===== src/rtl/tic_tac_toe_nxn_if.sv =====
// Request/position inputs and board/result outputs of the tic-tac-toe engine.
// The master drives the requests and the slave (the engine) drives the board and results.
interface tic_tac_toe_nxn_if #(
    parameter int N = 3
) ();
    localparam int CELLS = N * N;
    localparam int PW    = $clog2(CELLS);
    localparam int CW    = $clog2(CELLS + 1);

    logic                 play;
    logic                 pc;
    logic [PW-1:0]        player_position;
    logic [PW-1:0]        computer_position;
    logic [2*CELLS-1:0]   board;
    logic [1:0]           who;
    logic                 turn;
    logic                 illegal;
    logic [CW-1:0]        move_count;

    modport master (
        output play, pc, player_position, computer_position,
        input  board, who, turn, illegal, move_count
    );

    modport slave (
        input  play, pc, player_position, computer_position,
        output board, who, turn, illegal, move_count
    );
endinterface


===== src/rtl/tic_tac_toe_nxn.sv =====
// NxN tic-tac-toe referee: accepts edge-triggered moves from two sides, then
// spends one CHECK cycle scoring the mover for a WIN_LEN line or a full-board draw.
module tic_tac_toe_nxn #(
    parameter int N       = 3,
    parameter int WIN_LEN = 3,
    parameter int FIRST   = 0
) (
    input  logic               clk,
    input  logic               reset,
    tic_tac_toe_nxn_if.slave   bus
);
    localparam int CELLS = N * N;
    localparam int PW    = $clog2(CELLS);
    localparam int CW    = $clog2(CELLS + 1);
    localparam logic [PW:0] CELLS_V = (PW + 1)'(CELLS);

    typedef enum logic [1:0] {
        S_TURN,
        S_CHECK,
        S_DONE
    } state_t;

    state_t               state_q, state_d;
    logic [2*CELLS-1:0]   board_q, board_d;
    logic [1:0]           who_q, who_d;
    logic                 turn_q, turn_d;
    logic                 illegal_q, illegal_d;
    logic [CW-1:0]        move_count_q, move_count_d;
    logic                 play_q, play_d;
    logic                 pc_q, pc_d;

    logic [1:0]           cell_mark [CELLS];
    logic [CELLS-1:0]     cell_empty;
    logic [2**PW-1:0]     empty_pad;
    logic [1:0]           mover_mark;
    logic [CELLS-1:0]     hit_row, hit_col, hit_dia, hit_anti;
    logic                 win;

    assign mover_mark = turn_q ? 2'b10 : 2'b01;

    // Every start cell owns up to four windows; windows that would leave the board tie off to 0.
    genvar gi, gk;
    generate
        for (gi = 0; gi < CELLS; gi++) begin : g_cell
            localparam int R = gi / N;
            localparam int C = gi % N;

            assign cell_mark[gi]  = board_q[2*gi +: 2];
            assign cell_empty[gi] = (cell_mark[gi] == 2'b00);

            if (C + WIN_LEN <= N) begin : g_row
                logic [WIN_LEN-1:0] m;
                for (gk = 0; gk < WIN_LEN; gk++) begin : g_k
                    assign m[gk] = (cell_mark[gi + gk] == mover_mark);
                end
                assign hit_row[gi] = &m;
            end else begin : g_no_row
                assign hit_row[gi] = 1'b0;
            end

            if (R + WIN_LEN <= N) begin : g_col
                logic [WIN_LEN-1:0] m;
                for (gk = 0; gk < WIN_LEN; gk++) begin : g_k
                    assign m[gk] = (cell_mark[gi + gk*N] == mover_mark);
                end
                assign hit_col[gi] = &m;
            end else begin : g_no_col
                assign hit_col[gi] = 1'b0;
            end

            if ((R + WIN_LEN <= N) && (C + WIN_LEN <= N)) begin : g_dia
                logic [WIN_LEN-1:0] m;
                for (gk = 0; gk < WIN_LEN; gk++) begin : g_k
                    assign m[gk] = (cell_mark[gi + gk*(N+1)] == mover_mark);
                end
                assign hit_dia[gi] = &m;
            end else begin : g_no_dia
                assign hit_dia[gi] = 1'b0;
            end

            // Anti-diagonal runs down-left from its start cell.
            if ((R + WIN_LEN <= N) && (C >= WIN_LEN - 1)) begin : g_anti
                logic [WIN_LEN-1:0] m;
                for (gk = 0; gk < WIN_LEN; gk++) begin : g_k
                    assign m[gk] = (cell_mark[gi + gk*(N-1)] == mover_mark);
                end
                assign hit_anti[gi] = &m;
            end else begin : g_no_anti
                assign hit_anti[gi] = 1'b0;
            end
        end
    endgenerate

    assign win = |{hit_row, hit_col, hit_dia, hit_anti};

    // Pad to the full index range so an out-of-board target reads as occupied.
    always_comb begin
        empty_pad            = '0;
        empty_pad[CELLS-1:0] = cell_empty;
    end

    logic          play_edge, pc_edge, holder_edge, other_edge;
    logic [PW-1:0] tgt;
    logic          move_ok;

    always_comb begin
        play_edge   = bus.play & ~play_q;
        pc_edge     = bus.pc & ~pc_q;
        holder_edge = turn_q ? pc_edge : play_edge;
        other_edge  = turn_q ? play_edge : pc_edge;
        tgt         = turn_q ? bus.computer_position : bus.player_position;
        move_ok     = ({1'b0, tgt} < CELLS_V) && empty_pad[tgt];
    end

    always_comb begin
        state_d      = state_q;
        board_d      = board_q;
        who_d        = who_q;
        turn_d       = turn_q;
        illegal_d    = 1'b0;
        move_count_d = move_count_q;
        play_d       = bus.play;
        pc_d         = bus.pc;

        unique case (state_q)
            S_TURN: begin
                if (holder_edge) begin
                    if (move_ok) begin
                        for (int i = 0; i < CELLS; i++) begin
                            if (tgt == PW'(i)) begin
                                board_d[2*i +: 2] = mover_mark;
                            end
                        end
                        move_count_d = move_count_q + CW'(1);
                        state_d      = S_CHECK;
                    end else begin
                        illegal_d = 1'b1;
                    end
                end else if (other_edge) begin
                    illegal_d = 1'b1;
                end
            end
            S_CHECK: begin
                if (win) begin
                    who_d   = mover_mark;
                    state_d = S_DONE;
                end else if (move_count_q == CW'(CELLS)) begin
                    who_d   = 2'b11;
                    state_d = S_DONE;
                end else begin
                    turn_d  = ~turn_q;
                    state_d = S_TURN;
                end
            end
            S_DONE: begin
                illegal_d = play_edge | pc_edge;
            end
            default: begin
                state_d = S_TURN;
            end
        endcase
    end

    always_ff @(posedge clk) begin
        if (reset) begin
            state_q      <= S_TURN;
            board_q      <= '0;
            who_q        <= 2'b00;
            turn_q       <= 1'(FIRST);
            illegal_q    <= 1'b0;
            move_count_q <= '0;
            play_q       <= bus.play;
            pc_q         <= bus.pc;
        end else begin
            state_q      <= state_d;
            board_q      <= board_d;
            who_q        <= who_d;
            turn_q       <= turn_d;
            illegal_q    <= illegal_d;
            move_count_q <= move_count_d;
            play_q       <= play_d;
            pc_q         <= pc_d;
        end
    end

    assign bus.board      = board_q;
    assign bus.who        = who_q;
    assign bus.turn       = turn_q;
    assign bus.illegal    = illegal_q;
    assign bus.move_count = move_count_q;
endmodule


===== src/flat_wrapper.sv =====
// flat-port wrapper written by rule: the top's interface ports become plain ports
module tic_tac_toe_nxn_flat 
#(
    parameter int N       = 3,
    parameter int WIN_LEN = 3,
    parameter int FIRST   = 0
)
  (clk, reset, bus_play, bus_pc, bus_player_position, bus_computer_position, bus_board, bus_who, bus_turn, bus_illegal, bus_move_count);
  tic_tac_toe_nxn_if #(.N(N)) bus_i ();
  input  logic clk;
  input  logic reset;
  input wire logic [$bits(bus_i.play)-1:0] bus_play;
  input wire logic [$bits(bus_i.pc)-1:0] bus_pc;
  input wire logic [$bits(bus_i.player_position)-1:0] bus_player_position;
  input wire logic [$bits(bus_i.computer_position)-1:0] bus_computer_position;
  output wire logic [$bits(bus_i.board)-1:0] bus_board;
  output wire logic [$bits(bus_i.who)-1:0] bus_who;
  output wire logic [$bits(bus_i.turn)-1:0] bus_turn;
  output wire logic [$bits(bus_i.illegal)-1:0] bus_illegal;
  output wire logic [$bits(bus_i.move_count)-1:0] bus_move_count;
  assign bus_i.play = bus_play;
  assign bus_i.pc = bus_pc;
  assign bus_i.player_position = bus_player_position;
  assign bus_i.computer_position = bus_computer_position;
  assign bus_board = bus_i.board;
  assign bus_who = bus_i.who;
  assign bus_turn = bus_i.turn;
  assign bus_illegal = bus_i.illegal;
  assign bus_move_count = bus_i.move_count;
  tic_tac_toe_nxn #(.N(N), .WIN_LEN(WIN_LEN), .FIRST(FIRST)) u_core (.clk(clk), .reset(reset), .bus(bus_i));
endmodule

===== config.mk =====
export PLATFORM = sky130hd
export DESIGN_NAME = tic_tac_toe_nxn_flat
export DESIGN_NICKNAME = d
export VERILOG_FILES = /design/src/rtl/tic_tac_toe_nxn_if.sv /design/src/rtl/tic_tac_toe_nxn.sv /design/src/flat_wrapper.sv
export SDC_FILE = /design/constraint.sdc
export NUM_CORES = 1
export LEC_CHECK = 0
export ABC_CLOCK_PERIOD_IN_PS = 2900
export CAP_MARGIN = 20
export CORE_ASPECT_RATIO = 1.5
export CORE_MARGIN = 2
export CORE_UTILIZATION = 50
export DETAILED_ROUTE_END_ITERATION = 7
export GPL_TIMING_DRIVEN = 0
export PLACE_DENSITY = 0.9
export SYNTH_ARGS = -nofsm -noshare
export SYNTH_HDL_FRONTEND = slang
export SYNTH_SLANG_ARGS = --single-unit

===== constraint.sdc =====
create_clock -name clk -period 2.9 [get_ports clk]
set_clock_uncertainty 0.05 [all_clocks]
set_input_delay 0.58 -clock clk [delete_from_list [all_inputs] [get_ports clk]]
set_output_delay 0.58 -clock clk [all_outputs]
set_load 0.05 [all_outputs]

==> run metrics <==
largest net degree at the start of global routing 11; DRC Markers 0; Starting Density 0.516; post-route insts no fill 293; Total GRT Usage 0.248; worst r2r src u_core.bus.turn; Post-synth top flop dfxtp_1; Initial DRC Count 53; initial antenna violation count 0; 1st-pass router iterations 4; Static Leak 0.810 nW; Max Slew Vio Count 0; core area 3380 µm²; class of the worst hold path reg2reg; # IOs 38; CP Capture Type register; Root Buffer clkbuf_8; Die X about 52 µm; setup TNS 0 ps; ant diodes 0; Hold Vio Cnt, Final 0; gpl congestion ~0.89; final period utilization 0.902; via/cell ratio just under 6; Worst-Skew Late Latency 280 ps; nets@finish ~270; Tmin final 2620 ps; critical path required time 3030 ps; IO Port Bufs 37; synthesized instance count 207; Synth Cell Area approximately 1700 µm²; Pwr Density between 300 and 400 nW/µm²; relative slew slack 0.658; die area about 4000 µm²; Seq pwr share 0.488; Cells on Worst Hold Path 2; Post-Synthesis Net Count approximately 220; Async S/R FF share, synth 0; Final setup viols 0; Reg clk slew, reported paths about 60 ps; worst-margin pin slew 511 ps; FMAX 382 MHz; Max clock buf depth 2; vias in the first global route 1641; Final HPWL DP between 3000 and 4000 µm; Worst R2R End u_core.bus.move_count[3]; total number of vias 1696; status complete, no violations; Clock power frac 0.357; switching part of the total 0.269; Combinational Power Share 0.155; Ys Warns 0; total power just under 0.9 mW; post-cts repair resize count 0; RSZ-0062 raised after global routing no; CP Launch Type input pin; post-route ant nets 0; grt ovf 0; Worst Hold Launch u_core.bus.who[0]; count of flip-flops with a built-in enable after synthesis 0; wire length per cell around 16 µm; VDD IR-drop max between 0.0003 and 0.0004 V; Reg2Reg Depth 7; cts hold-fix bufs 0; die height about 76 µm; CTS tree yes; synthesis-to-layout area growth 28.6%; CTS buffer count 5; commonest non-fill, non-tap cell in the layout clkdlybuf4s50_1; Internal between 0.6 and 0.7 mW; postcts setup bufs 0; FF-to-FF setup slack 500 ps; first-pass GRT wire length about 7500 µm; CP max FO 7; Synth Area per Inst 8.43 µm²; WL final 4590 µm; sequential share of the synthesized area 0.344; Site Rows 26; FF+latch count, synth 30; Crit Path Category in2reg; P_sw between 0.2 and 0.25 mW; CTS sink cnt 30; arrival time worst endpoint 2740 ps; Max-Cap Viols 0; number of distinct library cells after synthesis 47; Inst Count DP 286; layout cells sized above 1 0.116; H-tree levels 2; Worst Hold End u_core.bus.who[0]; commonest cells after routing, fill and taps aside 37 x clkdlybuf4s50_1, 35 x nor2_1, 30 x dfxtp_1, 16 x o22ai_1, 15 x nand2_1
## flip-flops by register name (all words and copies together), names as in the netlist
| signal | count |
|---|---|
| u_core.state_q | 2 |
| u_core.bus.turn | 1 |
| u_core.pc_q | 1 |
| u_core.bus.board | 18 |
| u_core.bus.illegal | 1 |
| u_core.bus.move_count | 4 |
| u_core.bus.who | 2 |
| u_core.play_q | 1 |
## synthesized netlist by cell type, types with 2 or more instances
library cell   n  area share
nor2_1        35       0.075
dfxtp_1       30        0.34
o22ai_1       16       0.057
nand2_1       15       0.032
a21oi_1       12       0.034
nand2b_1      12       0.043
inv_1         11       0.024
nor2b_1        7       0.025
mux2i_1        6       0.034
nor3_1         5       0.014
mux2_2         4       0.026
mux2_4         4       0.034
clkbuf_1       3      0.0065
nand3b_1       3       0.013
nor4_1         3       0.011
or3b_1         3       0.015
a31oi_1        2      0.0072
a41oi_1        2       0.010
buf_6          2       0.013
ha_1           2       0.014
nor3_2         2       0.011
o21ai_1        2      0.0057
o31ai_1        2      0.0086
## worst max-delay path: stages
cell             delay, ps
clkdlybuf4s50_1        470
mux2_4                 350
mux2i_1                270
nand2_1                140
a311oi_4               510
nor3_2                 120
mux2_4                 310
## power groups by stage
| stage | clock network (mW) | logic (mW) | registers (mW) |
|---|---|---|---|
| after floorplan | 0 | 0.0724 | 0.451 |
| after global placement | 0 | 0.132 | 0.436 |
| after detailed placement | 0 | 0.134 | 0.436 |
| after CTS | 0.315 | 0.135 | 0.427 |
| after global routing | 0.333 | 0.145 | 0.428 |
| final | 0.312 | 0.136 | 0.427 |
## kinds of logic (layout without fill, tap and decap cells)
kind of cell,count (synthesis),in the layout,synth area share
adders and majority gates,2,2,0.0143
AOI/OAI and AO/OA,45,45,0.191
and+or+nand+nor,98,98,0.308
DFF,30,30,0.344
muxes,14,14,0.0946
buffers and inverters,18,62,0.0480
## layout make-up
class	instances	area [µm²]
tap	42	52.6
timing repair buffer	37	370
multi-input combinational	159	1060
sequential	30	601
buffer	6	38.8
clock buffer	7	76.3
fill	281	1140
inverter	12	45.0
## per-layer routing
metal | GRT usage | share of wire
met5 | 0 | 0
met4 | 0.121 | 0.030
met3 | 0.0569 | 0.051
met2 | 0.432 | 0.54
met1 | 0.272 | 0.38
## stage by stage
stage	hold WS, ps	utilization	instance area, µm²	worst slack [ps]
2_1_floorplan	458	-	1750	434
3_3_place_gp	446	0.641	2170	74.8
3_5_place_dp	463	0.641	2170	30.1
4_1_cts	476	0.663	2240	323
5_1_grt	497	0.663	2240	197
6_report	475	0.663	2240	285
## how the worst max path moves through the flow
stage,from,to,slack (ps)
floorplan,u_core.bus.turn,u_core.bus.move_count[2],430
global placement,bus_player_position[0],u_core.bus.move_count[3],70
detailed placement,bus_player_position[0],u_core.bus.move_count[3],30
CTS,bus_player_position[0],u_core.bus.move_count[3],320
global route,bus_player_position[0],u_core.bus.move_count[3],200
finish,bus_player_position[0],u_core.bus.move_count[3],280
Power figures use the tool's default switching activity.
